[src/rtl/mov_pkg.sv]
// Shared types and constants for the MOV1/MOV2 register-move pair issuer.
package mov_pkg;

  localparam int unsigned REG_IDX_W = 3;

  localparam logic [3:0] MOV1_OPC  = 4'b1110;
  localparam logic [3:0] MOV2_OPC  = 4'b1111;
  localparam logic [7:0] NOP_INSTR = 8'h00;

  // A pending register-move request: copy src into dst.
  typedef struct packed {
    logic [REG_IDX_W-1:0] dst;
    logic [REG_IDX_W-1:0] src;
  } mov_req_t;

  typedef enum logic [1:0] {
    StIdle,
    StMov1,
    StMov2
  } mov_state_e;

  // Both pair bytes carry a register index in bits 3:1 with bit 0 held at zero.
  function automatic logic [7:0] mov_byte(input logic [3:0] opc,
                                          input logic [REG_IDX_W-1:0] idx);
    return {opc, idx, 1'b0};
  endfunction

endpackage

[src/rtl/mov_req_fifo.sv]
// Synchronous request FIFO of mov_req_t with full/empty flags.
// Depth must be a power of two so the pointers wrap naturally.
import mov_pkg::*;

module mov_req_fifo #(
  parameter int unsigned Depth = 4
) (
  input  logic     clk,
  input  logic     rst,
  input  logic     push,
  input  logic     pop,
  input  mov_req_t wdata,
  output mov_req_t rdata,
  output logic     full,
  output logic     empty
);

  localparam int unsigned AW = $clog2(Depth);

  mov_req_t        mem_q [Depth];
  logic [AW-1:0]   wptr_q;
  logic [AW-1:0]   rptr_q;
  logic [AW:0]     count_q;
  logic            do_push;
  logic            do_pop;

  assign full    = (count_q == (AW+1)'(Depth));
  assign empty   = (count_q == '0);
  assign do_push = push && !full;
  assign do_pop  = pop && !empty;
  assign rdata   = mem_q[rptr_q];

  // Pointer and occupancy update; a simultaneous push and pop leaves the count unchanged.
  always_ff @(posedge clk) begin
    if (rst) begin
      wptr_q  <= '0;
      rptr_q  <= '0;
      count_q <= '0;
    end else begin
      if (do_push) wptr_q <= wptr_q + 1'b1;
      if (do_pop)  rptr_q <= rptr_q + 1'b1;
      if (do_push && !do_pop)      count_q <= count_q + (AW+1)'(1);
      else if (do_pop && !do_push) count_q <= count_q - (AW+1)'(1);
    end
  end

  // Storage write; contents need no reset since the flags gate every read.
  always_ff @(posedge clk) begin
    if (do_push) mem_q[wptr_q] <= wdata;
  end

endmodule

[src/rtl/mov_pair_issuer.sv]
// Issues MOV1 (1110_ddd_0) then MOV2 (1111_sss_0) on consecutive cycles per request.
// Build option MOV_ISSUER_FIFO_EN: buffer requests in a FIFO_DEPTH-entry queue instead of
// a single holding register.
import mov_pkg::*;

module mov_pair_issuer #(
  parameter int unsigned FIFO_DEPTH = 4
) (
  input  logic       clk,
  input  logic       rst,
  input  logic       enabled,
  input  logic       req_valid,
  output logic       req_ready,
  input  logic [2:0] req_dst,
  input  logic [2:0] req_src,
  output logic [7:0] instr_out,
  output logic       instr_valid,
  output logic       busy,
  output logic [7:0] pair_count
);

  if ((FIFO_DEPTH < 2) || (FIFO_DEPTH > 16) || ((FIFO_DEPTH & (FIFO_DEPTH - 1)) != 0))
  begin : g_bad_depth
    $error("mov_pair_issuer: FIFO_DEPTH must be a power of two in 2..16");
  end

  mov_state_e     state_q;
  logic [2:0]     src_q;
  mov_req_t       in_req;
  mov_req_t       pend;
  logic           pend_valid;
  logic           accept;
  logic           launch;
  logic           self_move;

  assign in_req = '{dst: req_dst, src: req_src};
  assign accept = req_valid && req_ready;
  // MOV1 is never interruptible, so a new pair can only start from IDLE or MOV2.
  assign launch    = pend_valid && enabled && (state_q != StMov1);
  assign self_move = (pend.dst == pend.src);
  assign busy      = (state_q != StIdle) || pend_valid;

`ifdef MOV_ISSUER_FIFO_EN
  logic fifo_full;
  logic fifo_empty;

  mov_req_fifo #(
    .Depth (FIFO_DEPTH)
  ) u_fifo (
    .clk   (clk),
    .rst   (rst),
    .push  (accept),
    .pop   (launch),
    .wdata (in_req),
    .rdata (pend),
    .full  (fifo_full),
    .empty (fifo_empty)
  );

  assign pend_valid = !fifo_empty;
  assign req_ready  = !fifo_full;
`else
  logic     hold_valid_q;
  mov_req_t hold_q;

  assign pend       = hold_q;
  assign pend_valid = hold_valid_q;
  assign req_ready  = !hold_valid_q;

  // Holding register: freed on the launch edge so the next request lands during MOV1.
  always_ff @(posedge clk) begin
    if (rst) begin
      hold_valid_q <= 1'b0;
      hold_q       <= '0;
    end else if (launch) begin
      hold_valid_q <= 1'b0;
    end else if (accept) begin
      hold_valid_q <= 1'b1;
      hold_q       <= in_req;
    end
  end
`endif

  // Pair sequencer with registered byte, valid and completed-pair counter.
  always_ff @(posedge clk) begin
    if (rst) begin
      state_q     <= StIdle;
      src_q       <= '0;
      instr_out   <= NOP_INSTR;
      instr_valid <= 1'b0;
      pair_count  <= 8'd0;
    end else begin
      unique case (state_q)
        StIdle, StMov2: begin
          if (state_q == StMov2) pair_count <= pair_count + 8'd1;
          // Self-moves are popped by launch but emit nothing.
          if (launch && !self_move) begin
            state_q     <= StMov1;
            src_q       <= pend.src;
            instr_out   <= mov_byte(MOV1_OPC, pend.dst);
            instr_valid <= 1'b1;
          end else begin
            state_q     <= StIdle;
            instr_out   <= NOP_INSTR;
            instr_valid <= 1'b0;
          end
        end
        StMov1: begin
          state_q     <= StMov2;
          instr_out   <= mov_byte(MOV2_OPC, src_q);
          instr_valid <= 1'b1;
        end
        default: begin
          state_q     <= StIdle;
          instr_out   <= NOP_INSTR;
          instr_valid <= 1'b0;
        end
      endcase
    end
  end

endmodule
[config.mk]
export PLATFORM = sky130hd
export DESIGN_NAME = mov_pair_issuer
export DESIGN_NICKNAME = d
export VERILOG_FILES = /design/src/rtl/mov_pkg.sv /design/src/rtl/mov_req_fifo.sv /design/src/rtl/mov_pair_issuer.sv
export SDC_FILE = /design/constraint.sdc
export NUM_CORES = 1
export LEC_CHECK = 0
export BUFFER_PORTS_ARGS = -buffer_cell sky130_fd_sc_hd__clkbuf_2
export CAP_MARGIN = 10
export CORE_MARGIN = 2
export CORE_UTILIZATION = 44
export CTS_CLUSTER_DIAMETER = 80
export DETAILED_ROUTE_END_ITERATION = 10
export GPL_ROUTABILITY_DRIVEN = 0
export PLACE_DENSITY = 0.72
export SYNTH_ARGS = -nofsm -noshare
export SYNTH_HDL_FRONTEND = slang
export SYNTH_SLANG_ARGS = --single-unit
[constraint.sdc]
create_clock -name clk -period 1.05 [get_ports clk]
set_input_delay 0.0525 -clock clk [delete_from_list [all_inputs] [get_ports clk]]
set_output_delay 0.0525 -clock clk [all_outputs]
set_load 0.1 [all_outputs]
## Word-level counts from Yosys, hierarchy flattened

Cells that the tools add are included.

| storage, ports and cells | value |
|---|---|
| bits in registers | 29 |
| output and inout bits | 19 |
| logic and storage cells | 34 |

| operators by class | value |
|---|---|
| $add $sub $neg | 1 |
| equality and inequality tests | 4 |
| muxes and demuxes | 6 |
| bitwise logic cells | 1 |
| reductions and logical operators | 14 |

Operators by type and width:

| kind | number |
|---|---|
| 8-bit case mux with 2 select lines | 1 |
| 8-bit by 1-bit adder with 8-bit output, second input constant | 1 |
| 8-bit 2-to-1 mux | 1 |
| 2-bit AND reduction | 3 |
| 1-bit logical AND | 4 |
| 2-bit case mux with 2 select lines | 1 |
| 2-bit OR reduction | 2 |
| 3-bit equality test | 1 |
| 2-bit by 1-bit equality test with 1-bit output, second input constant | 1 |
| 2-bit equality test, second input constant | 1 |
| 1-bit logical NOT | 2 |
| 2-bit logical NOT | 1 |
| 1-bit 2-to-1 mux | 2 |
| 2-bit by 1-bit inequality test with 1-bit output, second input constant | 1 |
| 1-bit case mux with 2 select lines | 1 |
| 2-bit nonzero test | 1 |
| 1-bit logical OR | 1 |
| 1-bit NOT | 1 |

## Depth between registers and ports, before layout

| depth | value |
|---|---|
| depth in word-level cells | 5 |
| depth in mapped cells | 5 |
| mapped depth without buffers | 4 |

## Worst setup path after synthesis

No wires, ideal clock.

| path | value |
|---|---|
| kind | flip-flop to flip-flop |
| from | register pair_count[0] |
| to | register pair_count[5] |
| arrival time | 1.702 ns |
| required time | 0.983 ns |
| setup slack | -0.718 ns |
| stages on the path, launching flop included | 5 |
| cells stage by stage | dfxtp_1 > and3_1 > nand4_1 > xor2_1 > nor2_1 |

| on the way | value |
|---|---|
| word-level cells in the longest chain between the ends | 1 |

RTL lines:

| what | RTL line | text |
|---|---|---|
| start: declaration | mov_pair_issuer.sv:19 | `output logic [7:0] pair_count` |
| start signal: assignment | mov_pair_issuer.sv:95 | `if (state_q == StMov2) pair_count <= pair_count + 8'd1;` |
| 8-bit by 1-bit adder with 8-bit output | mov_pair_issuer.sv:95 |  |

No other way between the ends.
A chain may end at the register's enable or synchronous reset.

## Worst setup path in the final report

| path | value |
|---|---|
| from | register state_q[0] |
| to | output port busy |

| on the way | value |
|---|---|
| word-level cells in the longest chain between the ends | 2 |

RTL lines:

| what | RTL line | text |
|---|---|---|
| start: declaration | mov_pair_issuer.sv:27 | `mov_state_e state_q;` |
| start signal: assignment | mov_pair_issuer.sv:87 | `state_q <= StIdle;` |
| start signal: assignment | mov_pair_issuer.sv:98 | `state_q <= StMov1;` |
| start signal: assignment | mov_pair_issuer.sv:103 | `state_q <= StIdle;` |
| 2-bit nonzero test | mov_pair_issuer.sv:41 | `assign busy = (state_q != StIdle) \|\| pend_valid;` |
| 1-bit logical OR | mov_pair_issuer.sv:41 |  |
| end: declaration | mov_pair_issuer.sv:18 | `output logic busy,` |

No other way between the ends.

==> impl_metrics.csv <==
group,metric,value,unit
run_status,outcome,"finished, violations left",
run_status,violations,"setup timing",
final_layout,n_antenna_cell,0,
sta,grt_setup_unrepaired,"yes",
route,drtIter0Drc,12,
cts,htreeDepth,1,
synth,synth_edf_count,0,
die,die_y,51.2,um
final_layout,num-fill-cells,91,
critical_path,arrival,1340,ps
place,dp_slack,-116,ps
global_route,busiest_layer,"met2",
synth,synth_commonest_cells,"24 x dfxtp_1, 18 x nor2_1, 9 x mux2i_1",
global_route,grt_pass1_vias,969,
synth,syn-instance-count,100,
critical_path,crit_chain,"buf_6 -> or3_4 -> buf_12",
sta,fin_tns_setup,-4710,ps
synth,synth-warning-count,0,
min_path,min_path_type,"input port to flop",
sta,worst_slack,-342,ps
cts,cts_buffers,3,
synth,synth_cell_types,29,
route,drc,0,
global_route,grt_max_degree,15,
synth,synth_top_family_by_area,"simple AND/OR/NAND/NOR gates",
global_route,met3_usage,0.0175,
critical_path,worstSetupPathType,"flop to output pin",
synth,synth_top_cell_area_share,0.489,
sta,min_period,1390,ps
global_route,met2_usage,0.442,
cts,max-clock-path-buffers,2,
global_route,grt_pass1_wl,4550,um
route,routedWlPerCell,15.8,um
synth,synthXorXnorAreaFrac,0.0892,
final_layout,fin_area,1920,um^2
synth,synthMuxAreaShare,0.0917,
sta,setup_viol,25,
synth,synth_compound_area_frac,0.0815,
sta,final_hold_viol_count,0,
die,start_util,0.453,
die,die-area,2630,um^2
critical_path,cp_slowest_cell,"or3_4",
critical_path,slowest_delay,370,ps
final_layout,syn2layout_area_growth,95.2,%
job,max_cap_viol_count,0,
pwr,irDropWorstVdd,1.01,mV
route,ant_nets,0,
global_route,grt-ovfl-total,0,
sta,fin_crit_sh,1.33,
route,vias,945,
critical_path,critical_path.top_delay_family,"simple AND/OR/NAND/NOR gates",
synth,syn_avg_cell_area,9.82,um^2
cts,cts-root-buf,"clkbuf_4",
sta,hold-worst-slack,73.2,ps
global_route,antenna_found_initial,0,
die,io_pins,29,
critical_path,crit_path_start_kind,"flop",
die,core,2170,um^2
final_layout,final_nets,168,
cts,cts_num_sinks,24,
critical_path,cp.required,1000,ps
synth,ys_top_cells_by_area,"dfxtp_1 49%, mux2i_1 9.2%, nor2_1 6.9%",
route,wl,2910,um
synth,post-synth-top-area-cell,"dfxtp_1",
place,place_area,1580,um^2
synth,ys_seq_area_frac,0.489,
cts,clk-insertion-delay-late,320,ps
sta,slew_viol_final,0,
pwr,p_per_area,1050,nW/um^2
die,die_w,51.2,um
synth,async_flop_share,0,
global_route,grt_usage,0.246,
die,placement_rows,17,
final_layout,drive_above_1_share,0.571,
synth,synth.most_common_cell,"dfxtp_1",
cts,clk_pin_slew,130,ps
sta,clock_skew,1.81,ps
final_layout,seqCellArea,523,um^2
route,via_per_inst,5.14,
sta,fmax,718,MHz
synth,synthFlopType,"dfxtp_1",
critical_path,crit_buf_inv,2,
pwr,p_leak,0.797,nW
cts,cts_tree,"yes",
synth,synth-adder-area-share,0.0127,
place,io_buffers,27,
final_layout,multi_input_area,577,um^2
critical_path,endpoint_kind,"output pin",
synth,synth_nets,111,
route,firstDrtPassIters,4,
critical_path,path_max_fanout,2,
synth,synthSimpleGateAreaFrac,0.172,
place,detailed_place_hpwl,1630,um
synth,syn-cell-area,982,um^2
synth,ys_ff_latch,24,
global_route,met1_usage,0.289,
critical_path,r2r_setup_slack,-310,ps
## repair_timing
| item | in CTS | in global routing |
|---|---|---|
| hold endpoints to repair | 9 | 0 |
| pin swaps | 10 | 7 |
| setup buffers | 6 | 3 |
| hold buffers | 10 | 0 |
| setup endpoints to repair | 19 | 30 |
| resized for setup | 12 | 18 |
## cell type report
type / instances / area share
Clock buffer: 4 / 0.0248
Timing Repair Buffer: 61 / 0.381
Multi-Input combinational cell: 66 / 0.301
Tap cell: 28 / 0.0183
Inverter: 1 / 0.00196
Sequential cell: 24 / 0.273
## cells by family (layout without fill, tap and decap cells)
logic type,Yosys count,after routing
AND/OR/NAND/NOR,35,35
other,1,1
adder cells (fa/ha/maj),1,1
flip-flops,24,24
buffers and inverters,10,66
AO/OA/AOI/OAI,10,10
multiplexers,9,9
XOR/XNOR,10,10
## report_power, final
group | total, W | switching, W | internal [W]
Clock | 0.000578 | 0.000286 | 0.000292
Combinational | 0.000482 | 0.000265 | 0.000217
Sequential | 0.000955 | 0.0000339 | 0.000921
Total | 0.00201 | 0.000585 | 0.00143
## worst reg2reg max path, stage by stage (launching register included)
cell and delay (ps):
dfxtp_2 360, buf_6 120, buf_6 110, nor2b_4 100, buf_6 130, buf_6 110, mux2i_2 230, nor2_1 90
## through the flow
stage | power [W] | instances | util
after global routing | 0.00208 | 184 | 0.884
after CTS | 0.00198 | 181 | 0.835
after detailed placement | 0.00136 | 163 | 0.730
final | 0.00201 | 184 | 0.884
after global placement | 0.00135 | 163 | 0.730
after floorplan | 0.00122 | 100 | -
## cell usage in the layout, fill, tap and decap left out, drive strengths merged, types with 2 or more instances in the layout
master | Yosys | final
xnor2 | 4 | 4
a31oi | 2 | 2
clkbuf | 1 | 13
nand4 | 4 | 4
nor2 | 18 | 18
and3 | 2 | 2
a22o | 3 | 3
dlygate4sd3 | 0 | 10
a21o | 2 | 2
nor2b | 2 | 2
nand2 | 3 | 3
xor2 | 6 | 6
dfxtp | 24 | 24
mux2i | 9 | 9
buf | 8 | 42
## routing by layer
| layer | vias to the layer above | part of all wire |
|---|---|---|
| li1 | 449 | - |
| met1 | 460 | 0.42 |
| met2 | 29 | 0.52 |
| met3 | 7 | 0.030 |
| met4 | 0 | 0.021 |
| met5 | - | 0 |
## path summary, 6_finish.rpt
| check | startpoint | endpoint | depth (start not counted) |
|---|---|---|---|
| worst max-delay path | state_q[0] | busy | 3 |
| worst min register to register | src_q[2] | instr_out[3] | 1 |
| worst max register to register | state_q[0] | pair_count[1] | 7 |
| worst min-delay path | enabled | hold_valid_q | 4 |
## flip-flops by register name, summed over array words and instances (netlist names)
signal	count
pair_count	8
hold_q	6
instr_out	5
src_q	3
hold_valid_q	1
state_q	1
No activity file was read; power rests on OpenSTA's default activity.
